--- src/rtl/ospfb_phase_sequencer_pkg.sv ---
// Shared widths, the per-word sequence record and the decimation-factor legality rule
// for the oversampled PFB frame/phase sequencer.
package ospfb_phase_sequencer_pkg;

  localparam int FFT_LEN_DEF       = 2048;
  localparam int SAMP_PER_CLK_DEF  = 2;
  localparam int FRAME_CNT_WID_DEF = 16;

  localparam int OSPFB_WORDS   = FFT_LEN_DEF / SAMP_PER_CLK_DEF;
  localparam int SHIFT_WID     = $clog2(FFT_LEN_DEF);
  localparam int DEC_WID       = $clog2(FFT_LEN_DEF) + 1;
  localparam int WORD_IDX_WID  = $clog2(OSPFB_WORDS);

  // Sequence information carried alongside each word down the PE chain.
  typedef struct packed {
    logic [WORD_IDX_WID-1:0]      word_idx;
    logic                         new_samp;
    logic                         sof;
    logic                         eof;
    logic [SHIFT_WID-1:0]         shift;
    logic [FRAME_CNT_WID_DEF-1:0] frame_cnt;
  } ospfb_seq_t;

  // A decimation factor is usable when it is a non-zero whole number of words no larger than M.
  function automatic logic dec_fac_ok(input int unsigned d, input int unsigned m,
                                      input int unsigned spc);
    return (d != 0) && (d <= m) && ((d % spc) == 0);
  endfunction

endpackage

--- src/rtl/ospfb_cfg_shadow.sv ---
// Validates run-time decimation-factor requests, holds the latest legal one as pending,
// and swaps it into force on the frame-wrap strobe.
module ospfb_cfg_shadow
  import ospfb_phase_sequencer_pkg::*;
#(
  parameter int FFT_LEN      = 2048,
  parameter int SAMP_PER_CLK = 2,
  parameter int DEC_FAC_INIT = 1536,
  localparam int DW          = $clog2(FFT_LEN) + 1
) (
  input  logic          clk,
  input  logic          rst_n,
  input  logic          cfg_load,
  input  logic [DW-1:0] cfg_dec_fac,
  input  logic          commit,
  output logic [DW-1:0] cur_dec_fac,
  output logic          cfg_err
);

  logic [DW-1:0] pending;
  logic          pending_vld;
  logic          cfg_ok;

  assign cfg_ok = dec_fac_ok(32'(cfg_dec_fac), FFT_LEN, SAMP_PER_CLK);

  always_ff @(posedge clk or negedge rst_n) begin
    if (!rst_n) begin
      pending     <= '0;
      pending_vld <= 1'b0;
      cur_dec_fac <= DW'(DEC_FAC_INIT);
      cfg_err     <= 1'b0;
    end else begin
      if (commit && pending_vld) begin
        cur_dec_fac <= pending;
        pending_vld <= 1'b0;
      end
      // A load coinciding with a commit lands after it, so it waits for the next wrap.
      if (cfg_load) begin
        if (cfg_ok) begin
          pending     <= cfg_dec_fac;
          pending_vld <= 1'b1;
        end else begin
          cfg_err <= 1'b1;
        end
      end
    end
  end

endmodule

--- src/rtl/ospfb_phase_sequencer.sv ---
// Runtime-configurable frame/phase sequencer: walks word index k over each frame, gates
// ADC words so D new samples enter per frame, and tracks the circular-shift phase.
module ospfb_phase_sequencer
  import ospfb_phase_sequencer_pkg::*;
#(
  parameter int FFT_LEN       = 2048,
  parameter int SAMP_PER_CLK  = 2,
  parameter int DEC_FAC_INIT  = 1536,
  parameter int FRAME_CNT_WID = 16,
  localparam int W            = FFT_LEN / SAMP_PER_CLK,
  localparam int DW           = $clog2(FFT_LEN) + 1,
  localparam int SW           = $clog2(FFT_LEN),
  localparam int KW           = $clog2(FFT_LEN / SAMP_PER_CLK)
) (
  input  logic                     clk,
  input  logic                     rst_n,
  input  logic                     en,
  input  logic [DW-1:0]            cfg_dec_fac,
  input  logic                     cfg_load,
  output logic                     cfg_err,
  output logic [DW-1:0]            cur_dec_fac,
  input  logic                     s_valid,
  output logic                     s_ready,
  output logic                     m_valid,
  input  logic                     m_ready,
  output logic [KW-1:0]            m_word_idx,
  output logic                     m_new_samp,
  output logic                     m_sof,
  output logic                     m_eof,
  output logic [SW-1:0]            m_shift,
  output logic [FRAME_CNT_WID-1:0] m_frame_cnt
);

  // Handshakes: the output slot is free when empty or being drained (free = !m_valid || m_ready).
  // A word needing ADC input advances only with s_valid; s_ready = en && free && need.
  // m_valid/m_ready is standard valid/ready: outputs hold stable while m_valid && !m_ready.

  logic [KW-1:0]            k;
  logic [SW-1:0]            shift;
  logic [FRAME_CNT_WID-1:0] frame;
  logic [DW-1:0]            dw_words;
  logic [DW-1:0]            need_start;
  logic [DW-1:0]            shift_sum;
  logic                     free;
  logic                     need;
  logic                     last;
  logic                     advance;
  logic                     wrap;

  assign dw_words   = cur_dec_fac / DW'(SAMP_PER_CLK);
  assign need_start = DW'(W) - dw_words;
  assign need       = (DW'(k) >= need_start);
  assign last       = (k == KW'(W - 1));
  assign free       = !m_valid || m_ready;
  assign s_ready    = en && free && need;
  assign advance    = en && free && (!need || s_valid);
  assign wrap       = advance && last;

  // M is a power of two, so the modulo is just dropping the carry bit.
  assign shift_sum  = {1'b0, shift} + cur_dec_fac;

  ospfb_cfg_shadow #(
    .FFT_LEN      (FFT_LEN),
    .SAMP_PER_CLK (SAMP_PER_CLK),
    .DEC_FAC_INIT (DEC_FAC_INIT)
  ) u_cfg_shadow (
    .clk         (clk),
    .rst_n       (rst_n),
    .cfg_load    (cfg_load),
    .cfg_dec_fac (cfg_dec_fac),
    .commit      (wrap),
    .cur_dec_fac (cur_dec_fac),
    .cfg_err     (cfg_err)
  );

  always_ff @(posedge clk or negedge rst_n) begin
    if (!rst_n) begin
      k           <= '0;
      shift       <= '0;
      frame       <= '0;
      m_valid     <= 1'b0;
      m_word_idx  <= '0;
      m_new_samp  <= 1'b0;
      m_sof       <= 1'b0;
      m_eof       <= 1'b0;
      m_shift     <= '0;
      m_frame_cnt <= '0;
    end else if (advance) begin
      m_valid     <= 1'b1;
      m_word_idx  <= k;
      m_new_samp  <= need;
      m_sof       <= (k == '0);
      m_eof       <= last;
      m_shift     <= shift;
      m_frame_cnt <= frame;
      if (last) begin
        k     <= '0;
        shift <= shift_sum[SW-1:0];
        frame <= frame + 1'b1;
      end else begin
        k <= k + 1'b1;
      end
    end else if (m_ready) begin
      m_valid <= 1'b0;
    end
  end

endmodule

--- config.mk ---
export PLATFORM = sky130hd
export DESIGN_NAME = ospfb_phase_sequencer
export DESIGN_NICKNAME = d
export VERILOG_FILES = /design/src/rtl/ospfb_phase_sequencer_pkg.sv /design/src/rtl/ospfb_cfg_shadow.sv /design/src/rtl/ospfb_phase_sequencer.sv
export SDC_FILE = /design/constraint.sdc
export NUM_CORES = 1
export LEC_CHECK = 0
export ABC_AREA = 1
export CORE_UTILIZATION = 55
export DETAILED_ROUTE_END_ITERATION = 12
export PLACE_DENSITY = 0.92
export SYNTH_ARGS = -nofsm -noshare
export SYNTH_HDL_FRONTEND = slang
export SYNTH_SLANG_ARGS = --single-unit
--- constraint.sdc ---
create_clock -name clk -period 6.8 [get_ports clk]
set_input_delay 1.02 -clock clk [delete_from_list [all_inputs] [get_ports clk]]
set_output_delay 1.02 -clock clk [all_outputs]
set_load 0.005 [all_outputs]
==> flow_metrics.env, run 1 <==
export IMPL_report_final_slew_viol_count=0
export IMPL_status="finished clean"
export IMPL_row_count=35
export IMPL_hold_buffers=0
export IMPL_drt_antenna_violating_nets=0
export IMPL_syn2layout_area_growth_pct=18.2
export IMPL_dp_hpwl_um=8610
export IMPL_crit_chain="inv_1 -> ha_1 -> nand2_2 -> nor2_4 -> nand3_2 -> nor2_1 -> inv_1 -> nor2_1 -> xor2_1 -> ha_1 -> nand2_1 -> o21ai_0 -> nor2_1 -> nand2_1 -> nand2_1 -> nor2_1 -> clkdlybuf4s50_1"
export IMPL_crit_fanout=5
export IMPL_dp_slack_ns=2.89
export IMPL_remaining_drc_errors=0
export IMPL_critPathMostFrequentCell="nor2_1"
export IMPL_worstSetupEndpointType="output pin"
export IMPL_path_clk_slew_ns=0.10
export IMPL_portBuffers=72
export IMPL_cts_buffer_depth=2
export IMPL_cts_resized=0
export IMPL_synth_top_area_share_pct=48.0
export IMPL_cp_data_required_time_ns=5.78
export IMPL_core_area_sq_um=9330
export IMPL_clockRootBuffer="clkbuf_8"
export IMPL_diodes=0
export IMPL_peakVddDrop_mv=0.0987
export IMPL_slew_limit_headroom_pct=55.0
export IMPL_crit_buf_inv=3
export IMPL_synth_edf_count=0
export IMPL_synth_seq_cells=104
export IMPL_fin_nets=728
export IMPL_maxCapViolCount=0
export IMPL_vias=4369
export IMPL_synth_warnings=0
export IMPL_drive_above_1_share_pct=5.80
export IMPL_fin_crit_ns=4.35
export IMPL_synth_commonest_cells="nand2_1, dfrtp_1, inv_1"
export IMPL_viasPerCell=5.33
export IMPL_cts_num_sinks=104
export IMPL_fin_tns_setup_ns=0
export IMPL_ys_seq_area_share_pct=49.0
export IMPL_crit_family="simple AND/OR/NAND/NOR gates"
export IMPL_cts_buffers=9
export IMPL_critPathArrivalTime_ns=3.33
export IMPL_htree_num_levels=3
export IMPL_grt_max_degree=78
export IMPL_grt_use_total_pct=25.2
export IMPL_postCtsSetupBuffers=0
export IMPL_async_flop_share_pct=100
export IMPL_grt_pass1_vias=4228
export IMPL_max_freq_ghz=0.230
export IMPL_nFillCells=723
export IMPL_finalHoldViolations=0
export IMPL_antenna_found_initial=0
export IMPL_drt_iter0_markers=282
export IMPL_skew_ns=0.0138
export IMPL_die_area_sq_um=10100
export IMPL_dr_pass1_iters=5
export IMPL_slowest_delay_ns=0.50
export IMPL_grt_overflow=0
export IMPL_seqCellArea_sq_um=2610
export IMPL_worst_pin_slew_ns=0.674
export IMPL_synth_nets=663
export IMPL_power_leakage_nw=3.01
export IMPL_io_pins=73
export IMPL_power_density_nw_per_um2=226
export IMPL_multi_input_area_sq_um=2340
export IMPL_synthFlopType="dfrtp_1"
export IMPL_hold_path_class="register to register"
export IMPL_fin_ws_ns=2.45
export IMPL_synthTopCellsByArea="dfrtp_1, nand2_1, ha_1, xor2_1, o21ai_0"
export IMPL_routed_wl_um=11700
export IMPL_min_period_over_period_pct=64.0
export IMPL_die_h_um=100
export IMPL_start_util_pct=57.0
export IMPL_finalSetupViolCount=0
export IMPL_synth_distinct_cells=31
export IMPL_path_class="register to output pin"
export IMPL_cts_tree="built"
export IMPL_gp_congestion=0.917
export IMPL_wl_per_cell_um=14.3
export IMPL_utilization_pct=67.5
export IMPL_die_width_um=100
export IMPL_rsz0062_at_grt="no"
export IMPL_synth_most_common_cell="nand2_1"
export IMPL_synth_cells=620
export IMPL_synth_area_leader_cell="dfrtp_1"
export IMPL_syn_area_sq_um=5320
export IMPL_slowest_stage="clkdlybuf4s50_1"
export IMPL_avgSynthCellArea_sq_um=8.58
export IMPL_start_kind="register"
export IMPL_grt_first_pass_wirelength_um=19800
export IMPL_insertion_delay_ns=0.38
## through the flow
stage | hold WS [ns] | power [mW] | instances | area (sq um)
after global routing | 0.490 | 1.50 | 819 | 6290
after CTS | 0.476 | 1.43 | 819 | 6290
after detailed placement | 0.452 | 1.00 | 803 | 6070
after global placement | 0.444 | 0.984 | 803 | 6070
final | 0.473 | 1.42 | 819 | 6290
after floorplan | 0.436 | 0.876 | 620 | 5320
## placed cells by master, fill, tap and decap left out, types with 4 or more instances in the layout
master | netlist | layout
clkbuf_8 | 0 | 9
nand3_1 | 22 | 22
xnor2_1 | 4 | 4
a21oi_1 | 11 | 11
o21ai_0 | 53 | 53
nor2_1 | 23 | 23
nor3_1 | 12 | 12
o21ai_1 | 23 | 23
nand2_1 | 197 | 197
ha_1 | 24 | 24
nor4_1 | 6 | 6
dfrtp_1 | 102 | 102
xor2_1 | 34 | 34
inv_2 | 6 | 6
clkdlybuf4s50_1 | 0 | 71
nand4_1 | 8 | 8
inv_1 | 56 | 56
## logic make-up (layout without fill, tap and decap cells)
logic type,after synthesis,in the layout,synth area share [%]
and+or+nand+nor,283,283,23.3
DFF,104,104,49.0
AOI/OAI and AO/OA,89,89,8.46
buffers and inverters,81,151,6.98
xor gates and xnor gates,38,38,6.25
adders and majority gates,25,25,6.02
## per-layer routing
layer	part of all wire, %	wire [um]	global-route usage, %
met5	0	0	0
met4	2.7	318	10.3
met3	5.8	683	4.53
met2	48	5660	42.0
met1	43	5040	32.8
## state kept, by name (all words and copies together), names as in the netlist
signal,count
m_valid,1
u_cfg_shadow.pending,12
m_shift,11
u_cfg_shadow.cfg_err,1
frame,16
shift,11
u_cfg_shadow.cur_dec_fac,12
m_sof,1
m_word_idx,10
m_eof,1
m_frame_cnt,16
m_new_samp,1
u_cfg_shadow.pending_vld,1
k,10
## worst paths after layout
check	startpoint	end	slack, ns	cells after the start
setup / recovery	u_cfg_shadow.cur_dec_fac[1]	s_ready	2.45	17
min in group asynchronous	rst_n	m_word_idx[7]	0.65	1
setup reg to reg	u_cfg_shadow.cur_dec_fac[1]	k[6]	3.10	19
hold reg to reg	u_cfg_shadow.cfg_err	u_cfg_shadow.cfg_err	0.47	1
max in group asynchronous	rst_n	m_frame_cnt[10]	5.03	2
hold / removal	u_cfg_shadow.cfg_err	u_cfg_shadow.cfg_err	0.47	1
## power by group
part,switching (mW),internal (mW),total [mW]
logic,0.141,0.126,0.267
registers,0.0463,0.677,0.723
clock network,0.220,0.211,0.431
total,0.408,1.01,1.42
## final cells by class
cell class              instances  area share (%)
flip-flops and latches        104            41.4
multi-input cells             435            37.3
repair buffers                 73            11.5
inverters                      62            3.70
well taps                     129            2.57
clock buffers                   9            1.97
clock inverters                 7            1.57
Power figures use the tool's default switching activity.
==> run 2: changes to the inputs <==
==> constraint.sdc (replaced) <==
create_clock -name clk -period 4.1 [get_ports clk]
set_input_delay 0.615 -clock clk [delete_from_list [all_inputs] [get_ports clk]]
set_output_delay 0.615 -clock clk [all_outputs]
set_load 0.005 [all_outputs]
==> flow_metrics.env, run 2 (same netlist as run 1, synthesis figures left out) <==
export IMPL_postCtsSetupBuffers=0
export IMPL_report_final_slew_viol_count=0
export IMPL_maxCapViolCount=0
export IMPL_syn2layout_area_growth_pct=18.6
export IMPL_crit_end="s_ready"
export IMPL_hold_path_class="input pin to async pin"
export IMPL_crit_fanout=5
export IMPL_cts_num_sinks=104
export IMPL_viasPerCell=5.33
export IMPL_worst_pin_slew_ns=0.583
export IMPL_portBuffers=72
export IMPL_worstSetupEndpointType="output pin"
export IMPL_reg2reg_slack_ns=0.67
export IMPL_start_util_pct=57.0
export IMPL_cp_data_required_time_ns=3.48
export IMPL_row_count=35
export IMPL_cts_buffers=9
export IMPL_dr_pass1_iters=5
export IMPL_skew_ns=0.0124
export IMPL_antenna_found_initial=0
export IMPL_drt_antenna_violating_nets=0
export IMPL_cts_buffer_depth=2
export IMPL_drt_iter0_markers=245
export IMPL_die_width_um=100
export IMPL_path_clk_slew_ns=0.11
export IMPL_die_area_sq_um=10100
export IMPL_min_period_over_period_pct=95.0
export IMPL_startpoint="u_cfg_shadow.cur_dec_fac[1]"
export IMPL_drive_above_1_share_pct=6.79
export IMPL_die_h_um=100
export IMPL_grt_max_degree=49
export IMPL_remaining_drc_errors=0
export IMPL_power_density_nw_per_um2=370
export IMPL_io_pins=73
export IMPL_wl_per_cell_um=14.4
export IMPL_holdWs_ns=0.149
export IMPL_largestRegisters="frame x16, m_frame_cnt x16"
export IMPL_diodes=0
export IMPL_start_kind="register"
export IMPL_grt_first_pass_wirelength_um=19600
export IMPL_fin_ws_ns=0.206
export IMPL_slew_limit_headroom_pct=61.0
export IMPL_routed_wl_um=11800
export IMPL_final_cell_count_no_fill=821
export IMPL_vias=4377
export IMPL_clockRootBuffer="clkbuf_8"
export IMPL_gp_congestion=0.905
export IMPL_grt_overflow=0
export IMPL_dp_slack_ns=0.518
export IMPL_max_freq_ghz=0.257
export IMPL_status="finished clean"
export IMPL_fin_crit_ns=3.89
export IMPL_htree_num_levels=3
export IMPL_reg2reg_to="k[6]"
export IMPL_reg2reg_depth=19
export IMPL_core_area_sq_um=9330
export IMPL_path_class="register to output pin"
export IMPL_grt_pass1_vias=4252
export IMPL_peakVddDrop_mv=0.183
export IMPL_critPathArrivalTime_ns=3.28
export IMPL_most_common_layout_cells="nand2_1, dfrtp_1, clkdlybuf4s50_1"
export IMPL_fin_nets=730
export IMPL_power_leakage_nw=3.02
export IMPL_dp_hpwl_um=8600
export IMPL_r2r_start="u_cfg_shadow.cur_dec_fac[1]"
export IMPL_fin_tns_setup_ns=0
export IMPL_insertion_delay_ns=0.38
export IMPL_hold_buffers=0
export IMPL_finalHoldViolations=0
export IMPL_grt_use_total_pct=24.7
export IMPL_nFillCells=726
export IMPL_layout_commonest_cell="nand2_1"
export IMPL_cts_tree="built"
export IMPL_finalSetupViolCount=0
export IMPL_dp_cells=805
==> run 2: metrics by stage <==
step / util (%) / power (mW) / area [sq um]
3_3_place_gp: 65.2 / 1.63 / 6080
2_1_floorplan: - / 1.45 / 5320
4_1_cts: 67.5 / 2.33 / 6300
5_1_grt: 67.6 / 2.45 / 6310
3_5_place_dp: 65.2 / 1.66 / 6080
6_report: 67.6 / 2.33 / 6310
==> run 2: routing by layer <==
metal	vias up	share of wire, %	track usage (%)
met5	-	0	0
met4	0	2.3	10.7
met3	29	4.9	3.97
met2	152	48	39.7
met1	2085	45	33.4
li1	2111	-	-
==> run 2: worst max-delay path, cell delays in order (launching register included) <==
cell and delay, ns:
dfrtp_2 0.46, inv_2 0.11, ha_2 0.21, nand2_2 0.08, nor2_4 0.10, nand3_2 0.10, nor2_1 0.10, inv_1 0.06
nor2_1 0.11, xor2_1 0.09, ha_1 0.28, nand2_1 0.13, nor3_2 0.22, nand2_1 0.07, nand2_1 0.11, nand2_1 0.11
nor2_1 0.09, clkdlybuf4s50_1 0.50
==> run 2: worst min path at each step <==
stage                                     from                    to  depth (start not counted)
after floorplan                          rst_n              frame[0]                          0
after global placement    u_cfg_shadow.cfg_err  u_cfg_shadow.cfg_err                          1
after detailed placement  u_cfg_shadow.cfg_err  u_cfg_shadow.cfg_err                          1
after CTS                                rst_n         m_word_idx[5]                          1
after global routing                     rst_n                  k[6]                          1
final                                    rst_n         m_word_idx[5]                          1
==> run 2: final cells by class <==
type,instances,area [sq um],share of cell area (%)
Sequential cell,104,2610,41.3
Multi-Input combinational cell,435,2360,37.4
Timing Repair Buffer,75,741,11.7
Inverter,62,233,3.69
Tap cell,129,161,2.56
Clock buffer,9,124,1.96
Clock inverter,7,87.6,1.39
==> run 2: timing repair <==
action / 4_1_cts / 5_1_grt
setup endpoints to repair: 0 / 1
gates resized for setup: 0 / 6
endpoints found under the hold margin: 0 / 0
==> run 2: where the power goes <==
part / total [mW] / switching (mW) / internal (mW) / leakage (nW)
Clock: 0.678 / 0.380 / 0.297 / 0.108
Sequential: 1.20 / 0.0781 / 1.12 / 1.28
Combinational: 0.454 / 0.242 / 0.212 / 1.63
Total: 2.33 / 0.700 / 1.63 / 3.02
==> run 3: changes to the inputs <==
--- a/config.mk
+++ b/config.mk
@@ -9,6 +9,7 @@
 export CORE_UTILIZATION = 55
 export DETAILED_ROUTE_END_ITERATION = 12
 export PLACE_DENSITY = 0.92
+export SLEW_MARGIN = 20
 export SYNTH_ARGS = -nofsm -noshare
 export SYNTH_HDL_FRONTEND = slang
 export SYNTH_SLANG_ARGS = --single-unit
==> results of run 3 <==
Final layout, timing and power as in run 2 (identical DEF).
